### src/rtl/c17_bist_pkg.sv
// Shared types and constants for the c17 BIST controller: FSM states,
// LFSR/MISR feedback tap masks, default seed and golden signature.
package c17_bist_pkg;

  typedef enum logic [1:0] {
    ST_IDLE,
    ST_RUN,
    ST_COMPARE,
    ST_DONE
  } state_t;

  // Tap masks: the feedback bit is the XOR of the register bits selected here
  localparam logic [4:0] LFSR_POLY  = 5'b1_0100;     // x^5 + x^3 + 1 -> q[4]^q[2]
  localparam logic [7:0] MISR_POLY  = 8'b1000_1110;  // m[7]^m[3]^m[2]^m[1]

  localparam logic [4:0] DEF_SEED   = 5'b00001;
  localparam logic [7:0] DEF_GOLDEN = 8'h00;

endpackage

### src/rtl/c17_misr.sv
// Multiple-input signature register: shift left with parity feedback,
// XOR the parallel input into the low bits. load clears, en absorbs.
module c17_misr #(
  parameter int unsigned           W    = 8,
  parameter int unsigned           IN_W = 2,
  parameter logic        [W-1:0]   TAPS = 8'b1000_1110
) (
  input  logic            clk,
  input  logic            rst_n,
  input  logic            load,
  input  logic            en,
  input  logic [IN_W-1:0] din,
  output logic [W-1:0]    q
);

  logic [W-1:0] q_next;

  always_comb begin
    q_next = {q[W-2:0], ^(q & TAPS)} ^ W'(din);
  end

  always_ff @(posedge clk or negedge rst_n) begin
    if (!rst_n) begin
      q <= '0;
    end else if (load) begin
      q <= '0;
    end else if (en) begin
      q <= q_next;
    end
  end

endmodule

### src/rtl/c17_bist_ctrl.sv
// BIST controller for the c17 benchmark: LFSR pattern source, MISR response
// compaction, final signature compare, and functional-mode input bypass.
module c17_bist_ctrl
  import c17_bist_pkg::*;
#(
  parameter int unsigned        PI_W       = 5,
  parameter int unsigned        PO_W       = 2,
  parameter int unsigned        MISR_W     = 8,
  parameter int unsigned        NUM_PAT    = 32,
  parameter logic [PI_W-1:0]    LFSR_SEED  = PI_W'(DEF_SEED),
  parameter logic [MISR_W-1:0]  GOLDEN_SIG = MISR_W'(DEF_GOLDEN)
) (
  input  logic              clk,
  input  logic              rst_n,
  input  logic              start,
  input  logic              abort,
  input  logic              pause,
  input  logic [PI_W-1:0]   func_in,
  output logic [PI_W-1:0]   cut_in,
  input  logic [PO_W-1:0]   cut_out,
  output logic              busy,
  output logic              done,
  output logic              pass,
  output logic [MISR_W-1:0] signature
);

  localparam int unsigned     CNT_W  = (NUM_PAT > 1) ? $clog2(NUM_PAT) : 1;
  localparam logic [CNT_W-1:0] LAST   = CNT_W'(NUM_PAT - 1);
  localparam logic [CNT_W-1:0] PENULT = CNT_W'(NUM_PAT - 2);

  state_t             state;
  logic [PI_W-1:0]    lfsr;
  logic [PI_W-1:0]    lfsr_step;
  logic [CNT_W-1:0]   cnt;
  logic               misr_load;
  logic               misr_en;
  logic [MISR_W-1:0]  misr_q;

  assign lfsr_step = {lfsr[PI_W-2:0], ^(lfsr & PI_W'(LFSR_POLY))};
  assign cut_in    = (state == ST_RUN) ? lfsr : func_in;
  assign signature = misr_q;

  // MISR control mirrors the FSM transitions below so both update on the same edge
  always_comb begin
    misr_load = 1'b0;
    misr_en   = 1'b0;
    if (abort) begin
      misr_load = 1'b1;
    end else begin
      unique case (state)
        ST_IDLE, ST_DONE: misr_load = start;
        ST_RUN:           misr_en   = ~pause;
        default:          ;
      endcase
    end
  end

  c17_misr #(
    .W    (MISR_W),
    .IN_W (PO_W),
    .TAPS (MISR_W'(MISR_POLY))
  ) u_misr (
    .clk   (clk),
    .rst_n (rst_n),
    .load  (misr_load),
    .en    (misr_en),
    .din   (cut_out),
    .q     (misr_q)
  );

  always_ff @(posedge clk or negedge rst_n) begin
    if (!rst_n) begin
      state <= ST_IDLE;
      lfsr  <= LFSR_SEED;
      cnt   <= '0;
      busy  <= 1'b0;
      done  <= 1'b0;
      pass  <= 1'b0;
    end else if (abort) begin
      state <= ST_IDLE;
      lfsr  <= LFSR_SEED;
      cnt   <= '0;
      busy  <= 1'b0;
      done  <= 1'b0;
      pass  <= 1'b0;
    end else begin
      unique case (state)
        ST_IDLE, ST_DONE: begin
          if (start) begin
            state <= ST_RUN;
            lfsr  <= LFSR_SEED;
            cnt   <= '0;
            busy  <= 1'b1;
            done  <= 1'b0;
            pass  <= 1'b0;
          end
        end
        ST_RUN: begin
          if (!pause) begin
            // Final pattern is forced to all-zero so the default run is exhaustive
            lfsr <= (cnt == PENULT) ? '0 : lfsr_step;
            if (cnt == LAST) begin
              state <= ST_COMPARE;
            end else begin
              cnt <= cnt + CNT_W'(1);
            end
          end
        end
        ST_COMPARE: begin
          pass  <= (misr_q == GOLDEN_SIG);
          state <= ST_DONE;
          busy  <= 1'b0;
          done  <= 1'b1;
        end
        default: state <= ST_IDLE;
      endcase
    end
  end

endmodule

### config.mk
export PLATFORM = sky130hd
export DESIGN_NAME = c17_bist_ctrl
export DESIGN_NICKNAME = d
export VERILOG_FILES = /design/src/rtl/c17_bist_pkg.sv /design/src/rtl/c17_misr.sv /design/src/rtl/c17_bist_ctrl.sv
export SDC_FILE = /design/constraint.sdc
export NUM_CORES = 1
export LEC_CHECK = 0
export ABC_AREA = 1
export CAP_MARGIN = 20
export CORE_MARGIN = 10
export CORE_UTILIZATION = 35
export CTS_CLUSTER_SIZE = 40
export DETAILED_ROUTE_END_ITERATION = 10
export PLACE_DENSITY = 0.62
export SYNTH_ARGS = -nofsm -noshare
export SYNTH_HDL_FRONTEND = slang
export SYNTH_SLANG_ARGS = --single-unit
### constraint.sdc
create_clock -name clk -period 1.6 [get_ports clk]
set_input_delay 0.32 -clock clk [delete_from_list [all_inputs] [get_ports clk]]
set_output_delay 0.32 -clock clk [all_outputs]
set_load 0.005 [all_outputs]
Yosys cells after proc, flatten, opt, wreduce, memory -nomap -nowiden
Index checks and enable logic that the tools add are counted.

Bits in registers: 23. Bits of input ports: 12.

Add/sub/neg operators: 1. Equal/unequal tests: 9. Muxes and demuxes: 30. Bitwise logic cells: 2. Reductions and logical operators: 12.

Operators by type and width (count): 2-to-1 mux 5 bit (9); case mux 5 bit (2 select lines) (2); 2-to-1 mux 8 bit (2); == test 5 bit, second input constant (2); 2-to-1 mux 1 bit (9); inequality test 3 bit, second input constant (3); zero test 8 bit (1); 2-to-1 mux 2 bit (4); parity 8 bit (1); XOR 8 x 2 -> 8 bit (1); case mux 1 bit (2 select lines) (3); case mux 2 bit (3 select lines) (1); AND reduction 3 bit (2); nonzero test 3 bit (2); adder 5 x 1 -> 5 bit, second input constant (1); parity 5 bit (1); == test 2 bit, second input constant (2); AND reduction 4 bit (1); inequality test 3 x 2 -> 1 bit, second input constant (1); == test 2 x 1 -> 1 bit, second input constant (1); zero test 2 bit (1); AND reduction 2 bit (1); nonzero test 2 bit (1); OR reduction 2 bit (1); NOT 1 bit (1).

Longest topological paths before layout
Gate-level depths: netlist of the first run.

Depth in word-level cells: 5. Depth in mapped cells: 9. Mapped depth without buffers: 9.

Modules after synthesis
From an unflattened synthesis of the first run, not the netlist that was laid out.

Cell total of the unflattened synthesis: 187. Area, all modules: 1432.6 µm².

Modules (own cells, without submodules): c17_bist_ctrl (instances 1, cells an instance 145, area each 1073.5 µm²); c17_misr (instances 1, cells an instance 42, area each 359.1 µm²).

Least setup slack after synthesis of the first run
Ideal clock, no wire load.

Path kind: register to register. Start: reg cnt[0]. End: reg cnt[2]. Library setup time: 0.126 ns. Arrival: 1.252 ns. Path slack: 0.222 ns. Stages on the path, launching flop included: 9. Path buffers: 0. Period minus slack after synthesis: 1.378 ns. Path through: dfrtp_1 ha_1 inv_1 nor3_1 ha_1 nand3_1 nand2_1 nor2_2 o21ai_0.

Cells in the longest elaborated chain, start to end: 5.

RTL lines: start, declared (RTL line c17_bist_ctrl.sv:34) `logic [CNT_W-1:0] cnt;`; start signal, assigned (RTL line c17_bist_ctrl.sv:105) `cnt <= cnt + CNT_W'(1);`; adder 5 x 1 -> 5 bit (RTL line c17_bist_ctrl.sv:105); 2-to-1 mux 5 bit (RTL line c17_bist_ctrl.sv:102) `if (cnt == LAST) begin`; 2-to-1 mux 5 bit (RTL line c17_bist_ctrl.sv:99) `if (!pause) begin`; case mux 5 bit (2 select lines) (RTL line c17_bist_ctrl.sv:87) `unique case (state)`; 2-to-1 mux 5 bit (RTL line c17_bist_ctrl.sv:79) `end else if (abort) begin`.

Parallel ways exist; a longest one is shown, timed or not. The select of a mux whose other input is x is not followed. A chain may end at the register's enable or synchronous reset.

Final worst setup path of the first run
Start: reg state[0]. End: reg lfsr[2].

Cells in the longest elaborated chain, start to end: 4.

RTL lines: start, declared (RTL line c17_bist_ctrl.sv:31) `state_t state;`; start signal, assigned (RTL line c17_bist_ctrl.sv:73) `state <= ST_IDLE;`; start signal, assigned (RTL line c17_bist_ctrl.sv:80) `state <= ST_IDLE;`; start signal, assigned (RTL line c17_bist_ctrl.sv:90) `state <= ST_RUN;`; == test 2 bit or zero test 2 bit (tied branches) (RTL line c17_bist_ctrl.sv:87); OR reduction 2 bit (RTL line c17_bist_ctrl.sv:87); inequality test 3 bit (no source line), or another cell as far along; AND reduction 3 bit (no source line) or 2-to-1 mux 5 bit (tied branches); end signal, assigned (RTL line c17_bist_ctrl.sv:101) `lfsr <= (cnt == PENULT) ? '0 : lfsr_step;`; end, declared (RTL line c17_bist_ctrl.sv:32) `logic [PI_W-1:0] lfsr;`.

Parallel ways exist; a longest one is shown, timed or not.

==> results of run 1 <==
-- worst register-to-register path, stage by stage, from the launching register on --
cell and delay [ns]:
dfrtp_1 0.42, ha_4 0.18, buf_6 0.13, buf_4 0.13, buf_4 0.13, nand3_4 0.09, nand2_8 0.10, nor2_8 0.18
inv_4 0.06, nand2_1 0.06, nand2_1 0.05
-- cells in the final DEF (no fill, tap or decap), types with 2 or more instances in the layout --
cell	count
nand4_1	3
buf_6	3
xnor2_1	3
inv_1	15
nor2_4	2
ha_2	2
dfrtp_1	22
ha_4	2
nand3_4	3
nand3_1	11
clkbuf_8	3
o21ai_1	7
nor3_1	2
nand2_2	5
clkdlybuf4s50_1	22
o21ai_0	3
nor2_1	9
buf_4	19
nand2_1	44
ha_1	3
buf_2	5
nand2_4	4
o22ai_2	6
inv_2	3
inv_4	6
-- metal layers --
metal,global-route usage (%),share of wire [%]
met1,14.7,47
met2,16.9,49
met3,1.97,3.6
met4,3.11,0.96
met5,0,0
-- logic make-up after synthesis --
| family | share of synthesized area [%] |
|---|---|
| xor+xnor | 2.65 |
| buf+inv | 7.11 |
| flops | 43.7 |
| fa+ha+maj | 6.63 |
| compound gates | 7.96 |
| simple gates | 31.9 |
-- worst max-delay path by stage --
stage	start	end	slack, ns	depth (start not counted)
global placement	state[0]$_DFFE_PN0P_	cut_in[1]	-0.15	5
detailed placement	state[1]$_DFFE_PN0P_	cut_in[0]	-0.16	6
global route	state[0]$_DFFE_PN0P_	lfsr[4]$_DFFE_PN0P_	-0.1	10
CTS	state[0]$_DFFE_PN0P_	cut_in[0]	-0.007	6
floorplan	cnt[0]$_DFFE_PN0P_	cnt[2]$_DFFE_PN0P_	0.22	8
finish	state[0]$_DFFE_PN0P_	lfsr[2]$_DFFE_PN0P_	-0.02	10
-- metrics by stage --
stage	util (%)	instance area, µm²
2_1_floorplan	-	1320
3_3_place_gp	47.7	1750
3_5_place_dp	47.7	1750
4_1_cts	52.2	1910
5_1_grt	55.5	2030
6_report	55.5	2030
-- registers in the layout, indices dropped and copies added, names as in the netlist --
name / flops
u_misr.q: 8
cnt: 5
lfsr: 5
state: 2
busy: 1
done: 1
pass: 1
-- final cells by class --
| cell class | instances | share of cell area [%] |
|---|---|---|
| sequential | 23 | 28.4 |
| inverter | 25 | 5.60 |
| clock inverter | 1 | 0.246 |
| timing repair buffer | 49 | 20.8 |
| clock buffer | 3 | 2.03 |
| tap | 48 | 2.96 |
| multi-input combinational | 120 | 40.0 |
-- power by group through the flow --
stage | Sequential, W | Clock (W) | Combinational (W)
3_5_place_dp | 0.000755 | 0 | 0.000991
2_1_floorplan | 0.000757 | 0 | 0.000556
3_3_place_gp | 0.000753 | 0 | 0.000990
5_1_grt | 0.000763 | 0.000411 | 0.00157
4_1_cts | 0.000748 | 0.000373 | 0.00126
6_report | 0.000749 | 0.000362 | 0.00141
-- repair_timing --
item	4_1_cts	5_1_grt
pin swaps	5	3
cloned	1	0
setup endpoints to repair	14	26
resized for setup	36	33
buffers inserted	9	1
==> metrics.md, run 1 <==
| Metric | Value |
|---|---|
| WP data arrival | 1.78 ns |
| Die Area | 6630 µm² |
| FF-to-FF Start | state[0]$_DFFE_PN0P_ |
| Cell Chain, Critical Path | ha_4, buf_6, buf_4, buf_4, nand3_4, nand2_8, nor2_8, inv_4, nand2_1, nand2_1 |
| Most frequent cell after synthesis | nand2_1 |
| CP Buf/Inv Count | 4 |
| Max Fclk | 616 MHz |
| Post-Synthesis Cells | 167 |
| Final worst-path cycle share | 102% |
| Worst slew pin tran | 0.304 ns |
| Comb power frac | 55.9% |
| Num ports | 28 |
| Core ar. | 3660 µm² |
| Hold Path Class | input pin to asynchronous set/reset pin |
| Starting DRT DRC Count | 58 |
| Pre-CTS WS | -0.163 ns |
| 1st-pass router iterations | 4 |
| Crit Path Category | flop to flop |
| Avg Synthesized Cell Area | 7.90 µm² |
| Max-slew violations | 0 |
| Top cells by area, synth | dfrtp_1, nand2_1, ha_1, inv_1, nand3_1 |
| Final hold vios | 0 |
| Via Count | 1246 |
| Share of cells above drive strength 1 | 32.6% |
| Setup-failing EPs final | 6 |
| CP endpoint kind | flop |
| Sw Pwr | 0.00101 W |
| Die Wd | 81.4 µm |
| Reg area | 577 µm² |
| CTS buffer count | 3 |
| Initial Utilization | 36.1% |
| Largest area contributor in the netlist | dfrtp_1 |
| ANT nets after route | 0 |
| Final TNS setup | -0.116 ns |
| Synth unique cells | 24 |
| Antenna violations before repair | 0 |
| Grt ovf | 0 |
| I/O Buffers | 27 |
| Hold WS | 0.403 ns |
| Commonest cells post-synth | nand2_1, dfrtp_1, inv_1 |
| Max H-tree Level | 1 |
| Main synth FF type | dfrtp_1 |
| Root buffer cell | clkbuf_8 |
| Number of global-route vias before repair | 1254 |
| Worst-path clk slew | 0.08 ns |
| Max cap viols | 0 |
| Register area share after synthesis | 43.7% |
| Final wirelength | 3350 µm |
| Yosys Warn Count | 0 |
| Latest clock arrival within the worst-skew pair | 0.26 ns |
| RSZ-0062 raised after global routing | yes |
| Reg-to-Reg End | lfsr[2]$_DFFE_PN0P_ |
| Rows | 22 |
| Post-cts hold buffer count | 0 |
| # clock sinks | 23 |
| Pwr dens | 1240 nW/µm² |
| Critical path's largest stage delay | 0.42 ns |
| Global-route wire length before repair | 5880 µm |
| Max clock buf depth | 2 |
| Cell Int Power | 0.00151 W |
| Sequential power share | 29.8% |
| Req. time, crit path | 1.76 ns |
| Final Skew | 0.00323 ns |
| Fraction of registers with async set/reset | 100% |
| Slew HR | 79.7% |
| DP HPWL | 2290 µm |
| Yosys reg bits | 23 |
| GPL Wtd Cong | 0.770 |
| CP Launch Type | flop |
| Slowest cell on crit path | dfrtp_1 |
| Filler instances | 356 |
| Failing checks | negative setup slack |
| Post-synth design cell area | 1320 µm² |
| Sw Share | 40.2% |
| Multi-input gate area | 813 µm² |
| ANT cells | 0 |
| Max VDD drop | 0.000436 V |
| Clock power frac | 14.4% |
| Pwr Total | 0.00252 W |
| Largest net degree at the start of global routing | 24 |
| Syn Nets | 186 |
| Non-filler cells, final | 269 |
| Aggregate global-route resource usage | 10.8% |
| EDFF count, synth | 0 |
| Fin nets | 241 |
| Top cell type's share of synthesized area | 41.7% |
| Length in cells of the worst reg-to-reg path | 10 |
| Delay-heaviest family, CP | simple AND/OR/NAND/NOR gates |
| DRC Markers | 0 |
| Worst R2R Setup Slack | -0.02 ns |
| Status | finished, violations left |
| Placed Cells | 255 |
| CTS tree | built |
| Die height | 81.4 µm |
| Leakage | 0.965 nW |
| Synth-to-Final Area Change | 53.9% |
| Fin crit period | 1.62 ns |
| Drt wl/cell | 12.4 µm |
| CP max FO | 7 |
| DR vias/cell | 4.63 |
| Final worst setup slack | -0.0245 ns |
Note: power is estimated with default switching activity, not from simulation.
==> run 2, diff against run 1 <==
- CORE_UTILIZATION: 35 -> 50
- PLACE_DENSITY: 0.62 -> 0.83
==> metrics.md, run 2 (synthesized netlist as in run 1, its figures left out) <==
| Metric | Value |
|---|---|
| Status | finished, violations left |
| Failing checks | negative setup slack |
| Max cap viols | 0 |
| I/O Buffers | 27 |
| Rows | 18 |
| Pwr dens | 1230 nW/µm² |
| CP Launch Type | flop |
| ANT cells | 0 |
| Core ar. | 2500 µm² |
| 1st-pass router iterations | 4 |
| Num ports | 28 |
| Initial Utilization | 52.8% |
| DP HPWL | 2480 µm |
| Final worst-path cycle share | 105% |
| Largest register FFs | 8 |
| CP endpoint kind | flop |
| Fin nets | 238 |
| DRC Markers | 0 |
| Crit Path Category | flop to flop |
| Die height | 71.4 µm |
| Via Count | 1365 |
| Final TNS setup | -0.512 ns |
| CTS buffer count | 3 |
| Final wirelength | 4040 µm |
| Leakage | 1.01 nW |
| Cell Int Power | 0.00138 W |
| Most flop-heavy register | u_misr.q |
| Latest clock arrival within the worst-skew pair | 0.33 ns |
| Most common cell after layout, fill and taps aside | nand2_1 |
| Max clock buf depth | 2 |
| Largest net degree at the start of global routing | 14 |
| Sw Share | 43.4% |
| Final Skew | 0.0136 ns |
| Fin area | 1970 µm² |
| Hold Path Class | input pin to asynchronous set/reset pin |
| Pre-CTS WS | -0.165 ns |
| ANT nets after route | 0 |
| CP max FO | 7 |
| Final hold vios | 0 |
| Global-route wire length before repair | 6130 µm |
| Worst slew pin tran | 0.327 ns |
| Sequential power share | 31.0% |
| Starting DRT DRC Count | 103 |
| WP data arrival | 1.94 ns |
| Die Wd | 71.4 µm |
| Max-slew violations | 0 |
| Synth-to-Final Area Change | 49.2% |
| Req. time, crit path | 1.87 ns |
| Final worst setup slack | -0.0749 ns |
| Number of global-route vias before repair | 1340 |
| Grt ovf | 0 |
| Fin crit period | 1.67 ns |
| Length in cells of the worst reg-to-reg path | 10 |
| Setup-failing EPs final | 9 |
| Top flop regs | u_misr.q x8, cnt x5, lfsr x5 |
| Max Fclk | 597 MHz |
| Sw Pwr | 0.00105 W |
| Final core utilization | 78.8% |
| Slew HR | 78.1% |
| # clock sinks | 23 |
| CTS tree | built |
| DR vias/cell | 5.50 |
| Max H-tree Level | 1 |
| Placed Cells | 234 |
| Non-filler cells, final | 248 |
| GPL Wtd Cong | 0.856 |
| Drt wl/cell | 16.3 µm |
| Clock power frac | 11.9% |
| Placed Instance Area | 1700 µm² |
| Most frequent cells in the layout | nand2_1, dfrtp_1, clkdlybuf4s50_1, buf_4, inv_1 |
| Comb power frac | 57.1% |
| Antenna violations before repair | 0 |
| Die Area | 5100 µm² |
| Post-cts hold buffer count | 0 |
| RSZ-0062 raised after global routing | yes |
| Share of cells above drive strength 1 | 33.5% |
| Max VDD drop | 0.000932 V |
| Aggregate global-route resource usage | 14.6% |
| Root buffer cell | clkbuf_4 |
| Worst-path clk slew | 0.14 ns |
[run 2: changes by cell type in the layout (fill, tap and decap cells not counted), moves of 2 or more]
cell	before	now
nand3_2	1	3
o21ai_0	3	5
inv_4	6	1
o22ai_1	0	3
o22ai_2	6	3
inv_2	3	6
clkbuf_4	0	3
dlymetal6s2s_1	0	4
clkbuf_8	3	0
clkdlybuf4s50_1	22	18
nand3_1	11	9
nand2_2	5	11
nand2_1	44	39
o21ai_1	7	5
[run 2: metal layers]
metal | wire (µm) | global-route usage [%]
met5 | 0 | 0
met3 | 189 | 4.13
met1 | 1710 | 16.9
met2 | 2040 | 24.5
met4 | 98 | 6.24
[run 2: final timing paths]
path | to | from | slack (ns)
worst min-delay path | lfsr[3]$_DFFE_PN0P_ | rst_n | 0.24
worst max-delay path | lfsr[4]$_DFFE_PN0P_ | state[1]$_DFFE_PN0P_ | -0.07
max in group asynchronous | u_misr.q[6]$_DFFE_PN0P_ | rst_n | 0.91
worst max register to register | lfsr[4]$_DFFE_PN0P_ | state[1]$_DFFE_PN0P_ | -0.07
min in group clk | lfsr[0]$_DFFE_PN1P_ | lfsr[0]$_DFFE_PN1P_ | 0.51
worst min register to register | lfsr[0]$_DFFE_PN1P_ | lfsr[0]$_DFFE_PN1P_ | 0.51
[run 2: repair_timing]
item / in CTS / in global routing
pin swaps: 2 / 9
gates cloned: 1 / 0
setup buffers: 6 / 5
gates resized for setup: 29 / 41
setup endpoints to repair: 14 / 28
[run 2: layout make-up]
type	instances	area (µm²)
sequential	23	577
multi-input combinational	120	813
clock buffer	3	22.5
inverter	25	106
clock inverter	1	5.00
fill	156	531
tap	30	37.5
timing repair buffer	46	408
[run 2: critical path: stages (launching register included)]
cell	delay, ns
dfrtp_1	0.42
inv_2	0.07
ha_4	0.20
buf_4	0.14
buf_4	0.13
nand3_4	0.09
nand2_8	0.09
buf_6	0.13
nor2_4	0.15
nand3_2	0.10
nand2_1	0.08
[run 2: power groups by stage]
stage | clock, W | combinational (W) | sequential, W
final | 0.000290 | 0.00139 | 0.000753
after CTS | 0.000281 | 0.00108 | 0.000752
after global placement | 0 | 0.000948 | 0.000752
after detailed placement | 0 | 0.000972 | 0.000759
after floorplan | 0 | 0.000556 | 0.000757
after global routing | 0.000310 | 0.00151 | 0.000762
[run 2: per-stage QoR]
| stage | hold WS [ns] | power, W |
|---|---|---|
| 2_1_floorplan | 0.0244 | 0.00131 |
| 3_3_place_gp | 0.471 | 0.00170 |
| 3_5_place_dp | 0.486 | 0.00173 |
| 4_1_cts | 0.253 | 0.00212 |
| 5_1_grt | 0.249 | 0.00258 |
| 6_report | 0.243 | 0.00243 |
